### src/rtl/spin_ctrl.sv
// ---------------------------------------------------------------------------
// spin_ctrl -- three-reel slot machine controller
//
// Purpose:
//   Keeps a credit balance, accepts a spin when enough credits are present,
//   seeds three external random generators from a free-running counter,
//   lets each reel follow its generator until it locks in turn, evaluates
//   the locked symbols into a payout and credits the win back.
//
// Parameters:
//   SPIN_CYC  cycles each reel spins before it locks (2..255)
//   BET       credits deducted per accepted spin     (1..255)
//
// Optional build macro:
//   JACKPOT_EN  when defined, three reels all showing 4'd7 pay 8'd50 instead
//               of the ordinary triple payout.
//
// Ports:
//   clk                  single clock, rising edge
//   rst                  synchronous active-high reset
//   coin                 adds one credit for every cycle it is high
//   start                spin request, level sampled in IDLE only
//   rnum1..rnum3  [3:0]  live values from the three random generators
//   seed1..seed3  [5:0]  seeds driven to the three generators
//   reel1..reel3  [3:0]  displayed reel symbols
//   lock          [2:0]  bit i high once reel i+1 is locked
//   busy                 high in every state except IDLE
//   done                 one-cycle pulse when a spin completes
//   payout        [7:0]  win amount of the last spin
//   credits       [7:0]  current credit balance
// ---------------------------------------------------------------------------
module spin_ctrl #(
    parameter int SPIN_CYC = 8,
    parameter int BET      = 1
) (
    input  logic       clk,
    input  logic       rst,
    input  logic       coin,
    input  logic       start,
    input  logic [3:0] rnum1,
    input  logic [3:0] rnum2,
    input  logic [3:0] rnum3,
    output logic [5:0] seed1,
    output logic [5:0] seed2,
    output logic [5:0] seed3,
    output logic [3:0] reel1,
    output logic [3:0] reel2,
    output logic [3:0] reel3,
    output logic [2:0] lock,
    output logic       busy,
    output logic       done,
    output logic [7:0] payout,
    output logic [7:0] credits
);

    typedef enum logic [2:0] {
        ST_IDLE  = 3'd0,
        ST_SPIN1 = 3'd1,
        ST_SPIN2 = 3'd2,
        ST_SPIN3 = 3'd3,
        ST_EVAL  = 3'd4,
        ST_PAY   = 3'd5
    } state_t;

    // Spin counter compares against the last cycle index of a reel's spin.
    localparam logic [7:0] SPIN_LAST  = 8'(SPIN_CYC - 1);
    localparam logic [7:0] BET_W      = 8'(BET);
    localparam logic [7:0] CRED_RESET = 8'd10;

    // Win table; the first matching rule wins.
`ifdef JACKPOT_EN
    function automatic logic [7:0] calc_payout(input logic [3:0] a,
                                               input logic [3:0] b,
                                               input logic [3:0] c);
        logic [7:0] pay;
        if ((a == 4'd7) && (b == 4'd7) && (c == 4'd7)) begin
            pay = 8'd50;
        end else if ((a == b) && (b == c)) begin
            pay = 8'd10;
        end else if ((a == b) || (b == c)) begin
            pay = 8'd2;
        end else begin
            pay = 8'd0;
        end
        return pay;
    endfunction
`else
    function automatic logic [7:0] calc_payout(input logic [3:0] a,
                                               input logic [3:0] b,
                                               input logic [3:0] c);
        logic [7:0] pay;
        if ((a == b) && (b == c)) begin
            pay = 8'd10;
        end else if ((a == b) || (b == c)) begin
            pay = 8'd2;
        end else begin
            pay = 8'd0;
        end
        return pay;
    endfunction
`endif

    // Credit arithmetic is done 10 bits wide: 255 + coin + 255 still fits,
    // and a deduction only happens when credits >= BET, so it never wraps.
    function automatic logic [7:0] sat_credits(input logic [9:0] sum);
        logic [7:0] res;
        if (sum > 10'd255) begin
            res = 8'd255;
        end else begin
            res = sum[7:0];
        end
        return res;
    endfunction

    state_t      r_state;
    state_t      w_state_nxt;
    logic [5:0]  r_sctr;
    logic [7:0]  r_spin_cnt;
    logic [5:0]  r_seed1;
    logic [5:0]  r_seed2;
    logic [5:0]  r_seed3;
    logic [3:0]  r_reel1;
    logic [3:0]  r_reel2;
    logic [3:0]  r_reel3;
    logic [2:0]  r_lock;
    logic        r_busy;
    logic        r_done;
    logic [7:0]  r_payout;
    logic [7:0]  r_credits;

    logic        w_accept;
    logic        w_lock1;
    logic        w_lock2;
    logic        w_lock3;
    logic        w_eval;
    logic        w_pay;
    logic        w_spinning;
    logic        w_follow2;
    logic        w_follow3;
    logic        w_spin_end;
    logic [9:0]  w_cred_sum;
    logic [7:0]  w_cred_nxt;

    assign w_spin_end = (r_spin_cnt == SPIN_LAST);

    // Next-state and per-cycle control strobes.
    always_comb begin
        w_state_nxt = r_state;
        w_accept    = 1'b0;
        w_lock1     = 1'b0;
        w_lock2     = 1'b0;
        w_lock3     = 1'b0;
        w_eval      = 1'b0;
        w_pay       = 1'b0;
        case (r_state)
            ST_IDLE: begin
                if (start && (r_credits >= BET_W)) begin
                    w_accept    = 1'b1;
                    w_state_nxt = ST_SPIN1;
                end else begin
                    w_state_nxt = ST_IDLE;
                end
            end
            ST_SPIN1: begin
                if (w_spin_end) begin
                    w_lock1     = 1'b1;
                    w_state_nxt = ST_SPIN2;
                end else begin
                    w_state_nxt = ST_SPIN1;
                end
            end
            ST_SPIN2: begin
                if (w_spin_end) begin
                    w_lock2     = 1'b1;
                    w_state_nxt = ST_SPIN3;
                end else begin
                    w_state_nxt = ST_SPIN2;
                end
            end
            ST_SPIN3: begin
                if (w_spin_end) begin
                    w_lock3     = 1'b1;
                    w_state_nxt = ST_EVAL;
                end else begin
                    w_state_nxt = ST_SPIN3;
                end
            end
            ST_EVAL: begin
                w_eval      = 1'b1;
                w_state_nxt = ST_PAY;
            end
            ST_PAY: begin
                w_pay       = 1'b1;
                w_state_nxt = ST_IDLE;
            end
            default: begin
                w_state_nxt = ST_IDLE;
            end
        endcase
    end

    // Which reels are still unlocked and therefore tracking their generator.
    always_comb begin
        w_spinning = 1'b0;
        w_follow2  = 1'b0;
        w_follow3  = 1'b0;
        case (r_state)
            ST_SPIN1: begin
                w_spinning = 1'b1;
                w_follow2  = 1'b1;
                w_follow3  = 1'b1;
            end
            ST_SPIN2: begin
                w_spinning = 1'b1;
                w_follow2  = 1'b1;
                w_follow3  = 1'b1;
            end
            ST_SPIN3: begin
                w_spinning = 1'b1;
                w_follow3  = 1'b1;
            end
            default: begin
                w_spinning = 1'b0;
            end
        endcase
    end

    // Coin, bet and win land in one saturating update when they coincide.
    always_comb begin
        w_cred_sum = {2'b00, r_credits} + {9'd0, coin};
        if (w_accept) begin
            w_cred_sum = w_cred_sum - {2'b00, BET_W};
        end else begin
            w_cred_sum = w_cred_sum;
        end
        if (w_pay) begin
            w_cred_sum = w_cred_sum + {2'b00, r_payout};
        end else begin
            w_cred_sum = w_cred_sum;
        end
        w_cred_nxt = sat_credits(w_cred_sum);
    end

    // State register; busy is registered alongside so it tracks the state.
    always_ff @(posedge clk) begin
        if (rst) begin
            r_state <= ST_IDLE;
            r_busy  <= 1'b0;
        end else begin
            r_state <= w_state_nxt;
            r_busy  <= (w_state_nxt != ST_IDLE);
        end
    end

    // Free-running seed source counter.
    always_ff @(posedge clk) begin
        if (rst) begin
            r_sctr <= 6'd0;
        end else begin
            r_sctr <= r_sctr + 6'd1;
        end
    end

    // Per-reel spin timer, restarted on acceptance and at every lock.
    always_ff @(posedge clk) begin
        if (rst) begin
            r_spin_cnt <= 8'd0;
        end else if (w_accept || w_lock1 || w_lock2 || w_lock3) begin
            r_spin_cnt <= 8'd0;
        end else if (w_spinning) begin
            r_spin_cnt <= r_spin_cnt + 8'd1;
        end
    end

    // Seeds are captured only when a spin is accepted.
    always_ff @(posedge clk) begin
        if (rst) begin
            r_seed1 <= 6'd0;
            r_seed2 <= 6'd0;
            r_seed3 <= 6'd0;
        end else if (w_accept) begin
            r_seed1 <= r_sctr;
            r_seed2 <= r_sctr ^ 6'h15;
            r_seed3 <= r_sctr + 6'd23;
        end
    end

    // Unlocked reels sample their generator; the locking edge takes the
    // final sample, after which the reel holds until the next spin.
    always_ff @(posedge clk) begin
        if (rst) begin
            r_reel1 <= 4'd0;
            r_reel2 <= 4'd0;
            r_reel3 <= 4'd0;
        end else begin
            if (r_state == ST_SPIN1) begin
                r_reel1 <= rnum1;
            end
            if (w_follow2) begin
                r_reel2 <= rnum2;
            end
            if (w_follow3) begin
                r_reel3 <= rnum3;
            end
        end
    end

    // Lock flags: cleared by a new spin, set one by one as reels stop.
    always_ff @(posedge clk) begin
        if (rst) begin
            r_lock <= 3'b000;
        end else if (w_accept) begin
            r_lock <= 3'b000;
        end else begin
            if (w_lock1) begin
                r_lock[0] <= 1'b1;
            end
            if (w_lock2) begin
                r_lock[1] <= 1'b1;
            end
            if (w_lock3) begin
                r_lock[2] <= 1'b1;
            end
        end
    end

    // Payout is cleared by a new spin and held after evaluation.
    always_ff @(posedge clk) begin
        if (rst) begin
            r_payout <= 8'd0;
        end else if (w_accept) begin
            r_payout <= 8'd0;
        end else if (w_eval) begin
            r_payout <= calc_payout(r_reel1, r_reel2, r_reel3);
        end
    end

    // Credit balance and completion pulse.
    always_ff @(posedge clk) begin
        if (rst) begin
            r_credits <= CRED_RESET;
            r_done    <= 1'b0;
        end else begin
            r_credits <= w_cred_nxt;
            r_done    <= w_pay;
        end
    end

    assign seed1   = r_seed1;
    assign seed2   = r_seed2;
    assign seed3   = r_seed3;
    assign reel1   = r_reel1;
    assign reel2   = r_reel2;
    assign reel3   = r_reel3;
    assign lock    = r_lock;
    assign busy    = r_busy;
    assign done    = r_done;
    assign payout  = r_payout;
    assign credits = r_credits;

endmodule

### config.mk
export PLATFORM = sky130hd
export DESIGN_NAME = spin_ctrl
export DESIGN_NICKNAME = d
export VERILOG_FILES = /design/src/rtl/spin_ctrl.sv
export SDC_FILE = /design/constraint.sdc
export NUM_CORES = 1
export LEC_CHECK = 0
export ABC_AREA = 0
export CAP_MARGIN = 20
export CORE_AREA = 2 2 114 88
export CTS_BUF_LIST = sky130_fd_sc_hd__clkbuf_8
export DETAILED_ROUTE_END_ITERATION = 16
export DIE_AREA = 0 0 116 90
export DONT_BUFFER_PORTS = 1
export HOLD_SLACK_MARGIN = 0.12
export PLACE_DENSITY_LB_ADDON = 0.2
export SLEW_MARGIN = 20
export SYNTH_ARGS = -nofsm -noshare
export SYNTH_HDL_FRONTEND = slang
export SYNTH_SLANG_ARGS = --single-unit
export TNS_END_PERCENT = 1
### constraint.sdc
create_clock -name clk -period 4.2 [get_ports clk]
set_input_delay 0.63 -clock clk [delete_from_list [all_inputs] [get_ports clk]]
set_output_delay 0.63 -clock clk [all_outputs]
set_load 0.05 [all_outputs]
Word-level counts from Yosys, hierarchy flattened:

Cells that the tools add are included.

* add/sub/neg operators: 6
* magnitude comparators: 2
* equality and inequality tests: 8
* multiplexer cells: 20
* bitwise gates (word level): 1
* reduce and logical (&&, ||, !) cells: 13

Operators with widths (number)
* 10-bit two-way mux: 2
* 3-bit one-hot mux with 5 select lines: 1
* 1-bit two-way mux: 12
* 10-bit by 8-bit adder with 10-bit output: 1
* 10-bit by 8-bit greater-than comparator with 1-bit output (second input constant): 1
* 9-bit by 1-bit subtractor with 10-bit output (second input constant): 1
* 8-bit by 1-bit adder with 9-bit output: 1
* 8-bit by 1-bit adder with 8-bit output (second input constant): 1
* 4-bit equality test: 2
* 8-bit by 3-bit equality test with 1-bit output (second input constant): 1
* 8-bit by 1-bit >= comparator with 1-bit output (second input constant): 1
* 8-bit two-way mux: 1
* 2-bit OR reduction: 4
* 6-bit by 1-bit adder with 6-bit output (second input constant): 1
* 6-bit by 5-bit adder with 6-bit output (second input constant): 1
* 3-bit by 2-bit equality test with 1-bit output (second input constant): 2
* 3-bit equality test (second input constant): 2
* 1-bit logical OR: 4
* 2-bit two-way mux: 2
* 4-bit two-way mux: 1
* 3-bit by 1-bit equality test with 1-bit output (second input constant): 1
* 3-bit logical NOT: 1
* 3-bit two-way mux: 1
* 3-bit NOT: 1
* other kinds (3): 4

* flip-flop bits (word level): 68
* bits of input ports: 16
* output and inout port bits: 51
* logic and storage cells: 67

Depth between registers and ports, before layout:

Gate-level depths: netlist of run 1.

* depth in word-level cells: 9
* gate-level depth with buffers: 13
* mapped depth without buffers: 12

Least setup slack after synthesis of run 1:

Ideal clock, no wire load.

* path kind: register to register
* start: register r_credits[6] (netlist: credits[6])
* end: register r_credits[7] (netlist: credits[7])
* setup time: 86 ps
* data arrival time: 3185 ps
* required time: 4114 ps
* path slack: 928 ps
* cell stages (with the launch flop): 14
* period minus slack after synthesis: 3272 ps
* cells stage by stage: dfxtp_1 > buf_6 > or4_4 > o21ai_0 > clkbuf_1 > nand2_1 > o21ai_0 > ha_1 > ha_1 > a21oi_1 > nor2_1 > nand3_1 > or3_1 > a221oi_2

* word-level cells in the longest chain between the ends: 9

Ends and longest elaborated chain
* from (decl): RTL line 129 `logic [7:0] r_credits;`
* from (signal assigned): RTL line 344 `r_credits <= w_cred_nxt;`
* branches (longest 4 deep; another with 9-bit by 1-bit subtractor with 10-bit output)
* 10-bit two-way mux (*): RTL line 231 `if (w_accept) begin`
* 10-bit by 8-bit adder with 10-bit output: RTL line 237 `w_cred_sum = w_cred_sum + {2'b00, r_payout};`
* 10-bit two-way mux (*): RTL line 236 `if (w_pay) begin`
* 10-bit by 8-bit greater-than comparator with 1-bit output: RTL line 107 `if (sum > 10'd255) begin`
* 8-bit two-way mux (*): RTL line 107

Mark *: on every way between the ends.
A chain may end at the register's enable or synchronous reset.

Worst setup path after layout of run 1:

* start: register r_credits[0] (netlist: credits[0])
* end: register r_credits[7] (netlist: credits[7])

Same word-level chain as after synthesis.

==> summary.md, run 1 <==
| Metric | Value |
|---|---|
| Starting Density | 34.14% |
| Setup TNS | 0 ns |
| CTS Root Cell | clkbuf_8 |
| GRT overflow | 0 |
| Synthesis-stage register bit count | between 50 and 60 |
| Number of global-route vias before repair | 2395 |
| Grt met1 use | 20.52% |
| Residual DRC | 0 |
| Hold Buf Count CTS | 0 |
| Core footprint | between 0.009 and 0.01 mm^2 |
| Synth area leaders | dfxtp_1 36%, nor2_1 5.7%, nand2_1 5.6%, xor2_1 5.2%, xnor2_1 4.9% |
| DR vias/cell | 4.947 |
| DIE WIDTH | 116 um |
| Clock group share of total power | 36.8% |
| Max-Cap Viols | 0 |
| Sequential Power Share | 45.6% |
| Final hold violation count | 0 |
| Combinational fraction of design power | 17.6% |
| Final wirelength | between 7 and 8 mm |
| Setup ws final | about 0.65 ns |
| Initial DRC Count | around 120 |
| Switch share | 33.08% |
| Cell total after placement | 490 |
| Setup crit end kind | flop |
| Final Wtd Congestion | 0.7920 |
| First drt pass iteration count | 4 |
| Met2 usage | about a fifth |
| Layout net count | slightly below 400 |
| Row count | 31 |
| Worst-Skew Late Latency | 0.33 ns |
| Lkg Pwr | 1.285 nW |
| GRT Util Overall | around 15% |
| Setup Buffers After CTS | 0 |
| Highest achievable clock rate | 282.0 MHz |
| Busiest layer in global routing | met1 |
| Kind of critical path | reg2reg |
| Distinct cells, synth | 59 |
| Int Power | 1.026 mW |
| Dominant synthesized flop cell | dfxtp_1 |
| Power Dens Cells | 448.7 mW/mm^2 |
| Met3 GRT Util | under 10% |
| I/O Pins | 67 |
| Number of flops mapped to enable cells by yosys | 0 |
| Sequential area share after synthesis | 36.24% |
| RSZ-0062 raised after global routing | no |
| Peak supply drop | 0.1987 mV |
| Status | completed |
| Setup-failing EPs final | 0 |
| Max Fanout on Critical Path | 13 |
| DR vias | roughly 2500 |
| CP Data Arrival Time | roughly 3.8 ns |
| Non-filler instance count after layout | between 500 and 600 |
| Cell taking the most area after synthesis | dfxtp_1 |
| Synth async-reset ratio | 0% |
| Area post-placement | 0.003199 mm^2 |
| Clk pin slew, worst setup/hold paths | 0.07 ns |
| Ys Warns | 0 |
| Detail Route Antenna Nets | 0 |
| H-tree levels | 3 |
| Antenna violations before repair | 0 |
| Synth Instances | 378 |
| Post-Route Utilization | 36.42% |
| Pre-CTS WS | around 0.68 ns |
| Most common cell after layout, fill and taps aside | dfxtp_1 |
| Avg Cell Area, Syn | between 8 and 9 um^2 |
| Inserted Diodes | 0 |
| Sw power | 507.3 uW |
| Post-layout minimum cycle time | approximately 3.5 ns |
| Post-Syn Area | 0.003204 mm^2 |
| Max Root-Sink Buffers | 2 |
| Share of cells above drive strength 1 | under 10% |
| Max-slew headroom | between 20 and 30% |
| CTS tree | done |
| Period utilization | 84.43% |
| Area growth, synth to finish | 6.677% |
| Hold Crit Class | in2reg |
| Final Max Tran Viols | 0 |
| Least-Margin Pin Slew | around 1.1 ns |
| Req. time, crit path | approximately 4.4 ns |
| Wire per inst | around 15 um |
| Post-CTS resize count | 0 |
| Total CTS buffers | 9 |
| Top cell type's share of synthesized area | 36.24% |
| Worst Skew | about 0.005 ns |
| First-pass GRT wire length | 12.13 mm |
| Chip Height | 90 um |
| Final Cell Area | 0.003418 mm^2 |
| Port bufs | 0 |
| DPL Wire Length | 5.324 mm |
| Crit start category | flop |
| Commonest cells after routing, fill and taps aside | 58 x dfxtp_1, 49 x nor2_1, 48 x nand2_1 |
| Die area | 0.01044 mm^2 |
| Total clock sinks | 58 |
| Largest net degree at the start of global routing | 46 |
-- critical path, cell delays in order (launching register included) --
cell and delay (ns):
dfxtp_1 0.66, ha_1 0.33, ha_1 0.47, xnor2_1 0.23, o2111ai_4 0.19, xnor2_1 0.22
ha_1 0.37, a21oi_1 0.08, nor2_1 0.09, nand3_1 0.15, or3_1 0.37, a221oi_2 0.28
-- final cells by class --
cell class	count	area, um^2
clock inverter	6	81.33
fill	968	5968
sequential	58	1161
inverter	11	41.29
tap	132	165.2
clock buffer	10	137.6
multi-input combinational	284	1794
timing repair buffer	5	37.54
-- final timing paths --
check | startpoint | end | slack [ns] | cells after the start
worst max-delay path | credits[0] | credits[7] | 0.65 | 11
worst min-delay path | rst | seed1[3] | 0.36 | 1
worst max register to register | credits[0] | credits[7] | 0.65 | 11
worst min register to register | r_sctr[5] | seed1[5] | 0.51 | 2
-- state kept, by name, indices dropped and copies added (netlist names) --
signal / count
done: 1
r_spin_cnt: 8
seed3: 5
reel1: 4
payout: 2
r_sctr: 6
seed1: 6
reel2: 4
credits: 8
seed2: 3
r_state: 3
reel3: 4
lock: 3
busy: 1
-- through the flow --
| stage | power [mW] | hold WS, ns |
|---|---|---|
| 2_1_floorplan | 0.9446 | 0.4564 |
| 3_3_place_gp | 0.9770 | 0.4943 |
| 3_5_place_dp | 0.9804 | 0.4978 |
| 4_1_cts | 1.554 | 0.3383 |
| 5_1_grt | 1.621 | 0.3330 |
| 6_report | 1.534 | 0.3590 |
-- Yosys cell counts, drive strengths merged (3+ instances only) --
library cell  count
a211oi            6
a21o              3
a21oi            29
and3              6
buf              13
clkbuf           17
dfxtp            58
ha                9
inv              11
mux2i            12
nand2            48
nand3            11
nand4             4
nor2             49
nor3             10
o21ai             6
o22ai             5
or2               3
or3               4
xnor2            18
xor2             19
-- routing by layer --
metal / routed length (um) / share of wire (%) / vias to the layer above
li1: - / - / 1268
met1: 3729 / 50 / 1165
met2: 3134 / 42 / 62
met3: 508 / 6.8 / 8
met4: 88 / 1.2 / 0
met5: 0 / 0 / -
-- power by group through the flow --
| stage | combinational, mW | clock, mW | sequential [mW] |
|---|---|---|---|
| final | 0.270 | 0.565 | 0.699 |
| after global routing | 0.301 | 0.616 | 0.704 |
| after CTS | 0.271 | 0.583 | 0.700 |
| after detailed placement | 0.268 | 0 | 0.712 |
| after global placement | 0.265 | 0 | 0.712 |
| after floorplan | 0.233 | 0 | 0.712 |
-- logic make-up after synthesis --
family | Yosys count | synth area share (%)
simple gates | 151 | 22.57
compound gates | 68 | 14.99
fa+ha+maj | 9 | 3.514
other cells | 1 | 0.1170
flops | 58 | 36.24
buf+inv | 41 | 8.356
mux | 13 | 4.100
xor+xnor | 37 | 10.11
(Power assumes the default switching activity.)
==> inputs of run 2 (changes only) <==
--- a/config.mk
+++ b/config.mk
@@ -5,7 +5,7 @@
 export SDC_FILE = /design/constraint.sdc
 export NUM_CORES = 1
 export LEC_CHECK = 0
-export ABC_AREA = 0
+export ABC_AREA = 1
 export CAP_MARGIN = 20
 export CORE_AREA = 2 2 114 88
 export CTS_BUF_LIST = sky130_fd_sc_hd__clkbuf_8
==> constraint.sdc (replaced) <==
create_clock -name clk -period 3.4 [get_ports clk]
set_input_delay 0.51 -clock clk [delete_from_list [all_inputs] [get_ports clk]]
set_output_delay 0.51 -clock clk [all_outputs]
set_load 0.05 [all_outputs]
==> run 2 against run 1 <==
  * Clock power is 27% higher
  * Largest cell class unchanged
  * Critical path type unchanged
  * Maximum frequency rose by 25%
  * Largest power group unchanged
  * Sequential power up 28%
==> summary.md, run 2 <==
| Metric | Value |
|---|---|
| Core footprint | 0.009387 mm^2 (unchanged) |
| Hold path depth | 1 (unchanged) |
| Setup Buffers After CTS | 0 (unchanged) |
| Row count | 31 (unchanged) |
| Number of flops mapped to enable cells by yosys | 0 (unchanged) |
| Ys Warns | 0 (unchanged) |
| DR vias | 2708 (+8.2%) |
| Chip Height | 90 um (unchanged) |
| HP Start | rst |
| Status | completed |
| Detail Route Antenna Nets | 0 (unchanged) |
| Kind of critical path | reg2reg |
| Final wirelength | 7.372 mm (-1.2%) |
| Number of global-route vias before repair | 2626 (+9.6%) |
| Post-layout minimum cycle time | 2.838 ns (-0.7082 ns) |
| Hold endpoint | r_sctr[0] |
| RSZ-0062 raised after global routing | no |
| Lkg Pwr | 1.522 nW (+18%) |
| GRT Util Overall | 14.84% (+0.12 points) |
| Req. time, crit path | 3.63 ns (-0.81 ns) |
| Max-slew headroom | 33.76% (+5.0 points) |
| Sequential area share after synthesis | 36.46% (+0.23 points) |
| Final hold violation count | 0 (unchanged) |
| Hold Buf Count CTS | 0 (unchanged) |
| Met3 GRT Util | 4.181% (-1.2 points) |
| Area growth, synth to finish | 11.67% |
| Max Root-Sink Buffers | 2 (unchanged) |
| Initial DRC Count | 92 (-22%) |
| Crit start category | flop |
| Worst Skew | 0.007214 ns (+0.002341 ns) |
| Total CTS buffers | 9 (unchanged) |
| Antenna violations before repair | 0 (unchanged) |
| Synth async-reset ratio | 0% (unchanged) |
| First-pass GRT wire length | 12.44 mm (+2.6%) |
| Commonest cells after routing, fill and taps aside | 67 x nor2_1, 61 x nand2_1, 59 x inv_1 |
| Top cell type's share of synthesized area | 36.46% (+0.23 points) |
| Commonest cells in the netlist | 67 x nor2_1, 61 x nand2_1, 59 x inv_1 |
| Critical R2R Launch | credits[0] |
| Reg-to-Reg End | credits[1] |
| Avg Cell Area, Syn | 7.188 um^2 (-15%) |
| Max Fanout on Critical Path | 5 (-8) |
| Met2 usage | 22.08% (+1.6 points) |
| Synth Instances | 443 (+17%) |
| R2R cell count | 18 (+7) |
| DR vias/cell | 4.605 (-6.9%) |
| Count leader, synth | nor2_1 |
| Peak supply drop | 0.2700 mV (+36%) |
| Power Dens Cells | 558.7 mW/mm^2 (+25%) |
| Most common cell after layout, fill and taps aside | nor2_1 |
| Hold Crit Class | in2reg |
| CP Data Arrival Time | 3.07 ns (-0.72 ns) |
| Setup-failing EPs final | 0 (unchanged) |
| Least-Margin Pin Slew | 0.9923 ns (-0.07390 ns) |
| Final Wtd Congestion | 0.8301 (+4.8%) |
| H-tree levels | 3 (unchanged) |
| Setup TNS | 0 ns (unchanged) |
| Cell total after placement | 572 (+17%) |
| Die area | 0.01044 mm^2 (unchanged) |
| Clk pin slew, worst setup/hold paths | 0.07 ns (about the same) |
| Inserted Diodes | 0 (unchanged) |
| First drt pass iteration count | 4 (unchanged) |
| CTS tree | done |
| Dominant synthesized flop cell | dfxtp_1 |
| Worst-Skew Late Latency | 0.34 ns (about the same) |
| I/O Pins | 67 (unchanged) |
| Starting Density | 33.92% (-0.21 points) |
| GRT overflow | 0 (unchanged) |
| Port bufs | 0 (unchanged) |
| DIE WIDTH | 116 um (unchanged) |
| DPL Wire Length | 5.682 mm (+6.7%) |
| Post-Route Utilization | 37.88% (+1.5 points) |
| Max-Cap Viols | 0 (unchanged) |
| Grt met1 use | 20.81% (+0.29 points) |
| Period utilization | 83.46% (-0.97 points) |
| Setup crit end kind | flop |
| Wire per inst | 12.54 um (-15%) |
| Busiest layer in global routing | met2 |
| Residual DRC | 0 (unchanged) |
| Share of cells above drive strength 1 | 15.13% (+5.5 points) |
| Layout net count | 476 (+21%) |
| Synth area leaders | dfxtp_1 36%, nor2_1 7.9%, nand2_1 7.2%, inv_1 7.0%, o21ai_0 5.2% |
| Final Max Tran Viols | 0 (unchanged) |
| CTS Root Cell | clkbuf_8 |
| Distinct cells, synth | 40 (-32%) |
| R2R setup slack | 0.56 ns (-0.09 ns) |
| Largest net degree at the start of global routing | 33 (-28%) |
| Synthesis-stage register bit count | 58 (unchanged) |
| Cell taking the most area after synthesis | dfxtp_1 |
| Non-filler instance count after layout | 588 (+16%) |
| Total clock sinks | 58 (unchanged) |
| Highest achievable clock rate | 352.4 MHz (+25%) |
| Post-Syn Area | 0.003184 mm^2 (-0.62%) |
| Post-CTS resize count | 0 (unchanged) |
==> run 2: cell count changes in the layout (fill, tap and decap cells not counted), moves of 8 or more <==
cell and change:
xor2_1 -11, nand2_2 +11, mux2i_1 -11, inv_1 +47, nor2_1 +18, nand3_2 +8
xnor2_1 -12, nand2_1 +13, o21ai_0 +27
==> run 2: cell type report <==
cell class	instances	area, um^2
sequential	58	1161
inverter	65	244.0
fill	1034	5831
timing repair buffer	10	75.07
multi-input combinational	307	1684
clock buffer	9	123.9
clock inverter	7	102.6
tap	132	165.2
==> run 2: kinds of logic (layout without fill, tap and decap cells) <==
kind of cell	count (synthesis)	in the layout	share of synthesized area, %
simple gates	205	205	31.91
buf+inv	83	91	11.24
compound gates	71	71	12.06
flops	58	58	36.46
xor+xnor	15	15	4.362
fa+ha+maj	9	9	3.536
other cells	1	6	0.1178
mux	1	1	0.3144
==> run 2: how the worst max path moves through the flow <==
| stage | endpoint | start | slack (ns) | cells past startpoint |
|---|---|---|---|---|
| 6_report | credits[1] | credits[0] | 0.56 | 18 |
| 5_1_grt | credits[7] | credits[0] | 0.23 | 18 |
| 4_1_cts | credits[1] | credits[0] | 0.54 | 18 |
| 3_5_place_dp | credits[1] | coin | 0.36 | 19 |
| 3_3_place_gp | credits[1] | coin | 0.41 | 19 |
| 2_1_floorplan | credits[7] | credits[0] | 0.52 | 18 |
==> run 2: metal layers <==
layer  wire, um  share of wire, %  up-vias
li1           -                 -     1419
met2       3069                42       69
met3        349               4.7        7
met1       3882                53     1213
met4         71              0.96        0
met5          0                 0        -
==> run 2: critical path, stage by stage (launching register included) <==
cell,delay [ns]
dfxtp_1,0.36
ha_1,0.22
ha_1,0.26
nand2_1,0.09
nand2_2,0.15
nand3_1,0.15
nor2_4,0.16
xor2_1,0.25
ha_1,0.31
nand2_1,0.07
inv_1,0.03
nand3_1,0.07
nand2_1,0.06
nand2_1,0.10
inv_1,0.09
nand3_4,0.10
nand3_2,0.09
nor2_2,0.12
nand2_1,0.05
==> run 2: through the flow <==
stage               hold slack (ns)  total power, mW  area, um^2  setup WS [ns]
detailed placement           0.4575            1.282        3329         0.3565
global route                 0.2173            2.085        3556         0.2252
global placement             0.4445            1.277        3329         0.4127
CTS                          0.2121            2.012        3556         0.5376
floorplan                    0.4298            1.208        3203         0.5206
finish                       0.2374            1.987        3556         0.5624
==> run 2: report_power, final <==
group	internal (mW)	switching, mW	leakage, nW
clock	0.418	0.302	0.110
combinational	0.119	0.249	0.936
sequential	0.727	0.171	0.475
total	1.26	0.722	1.52
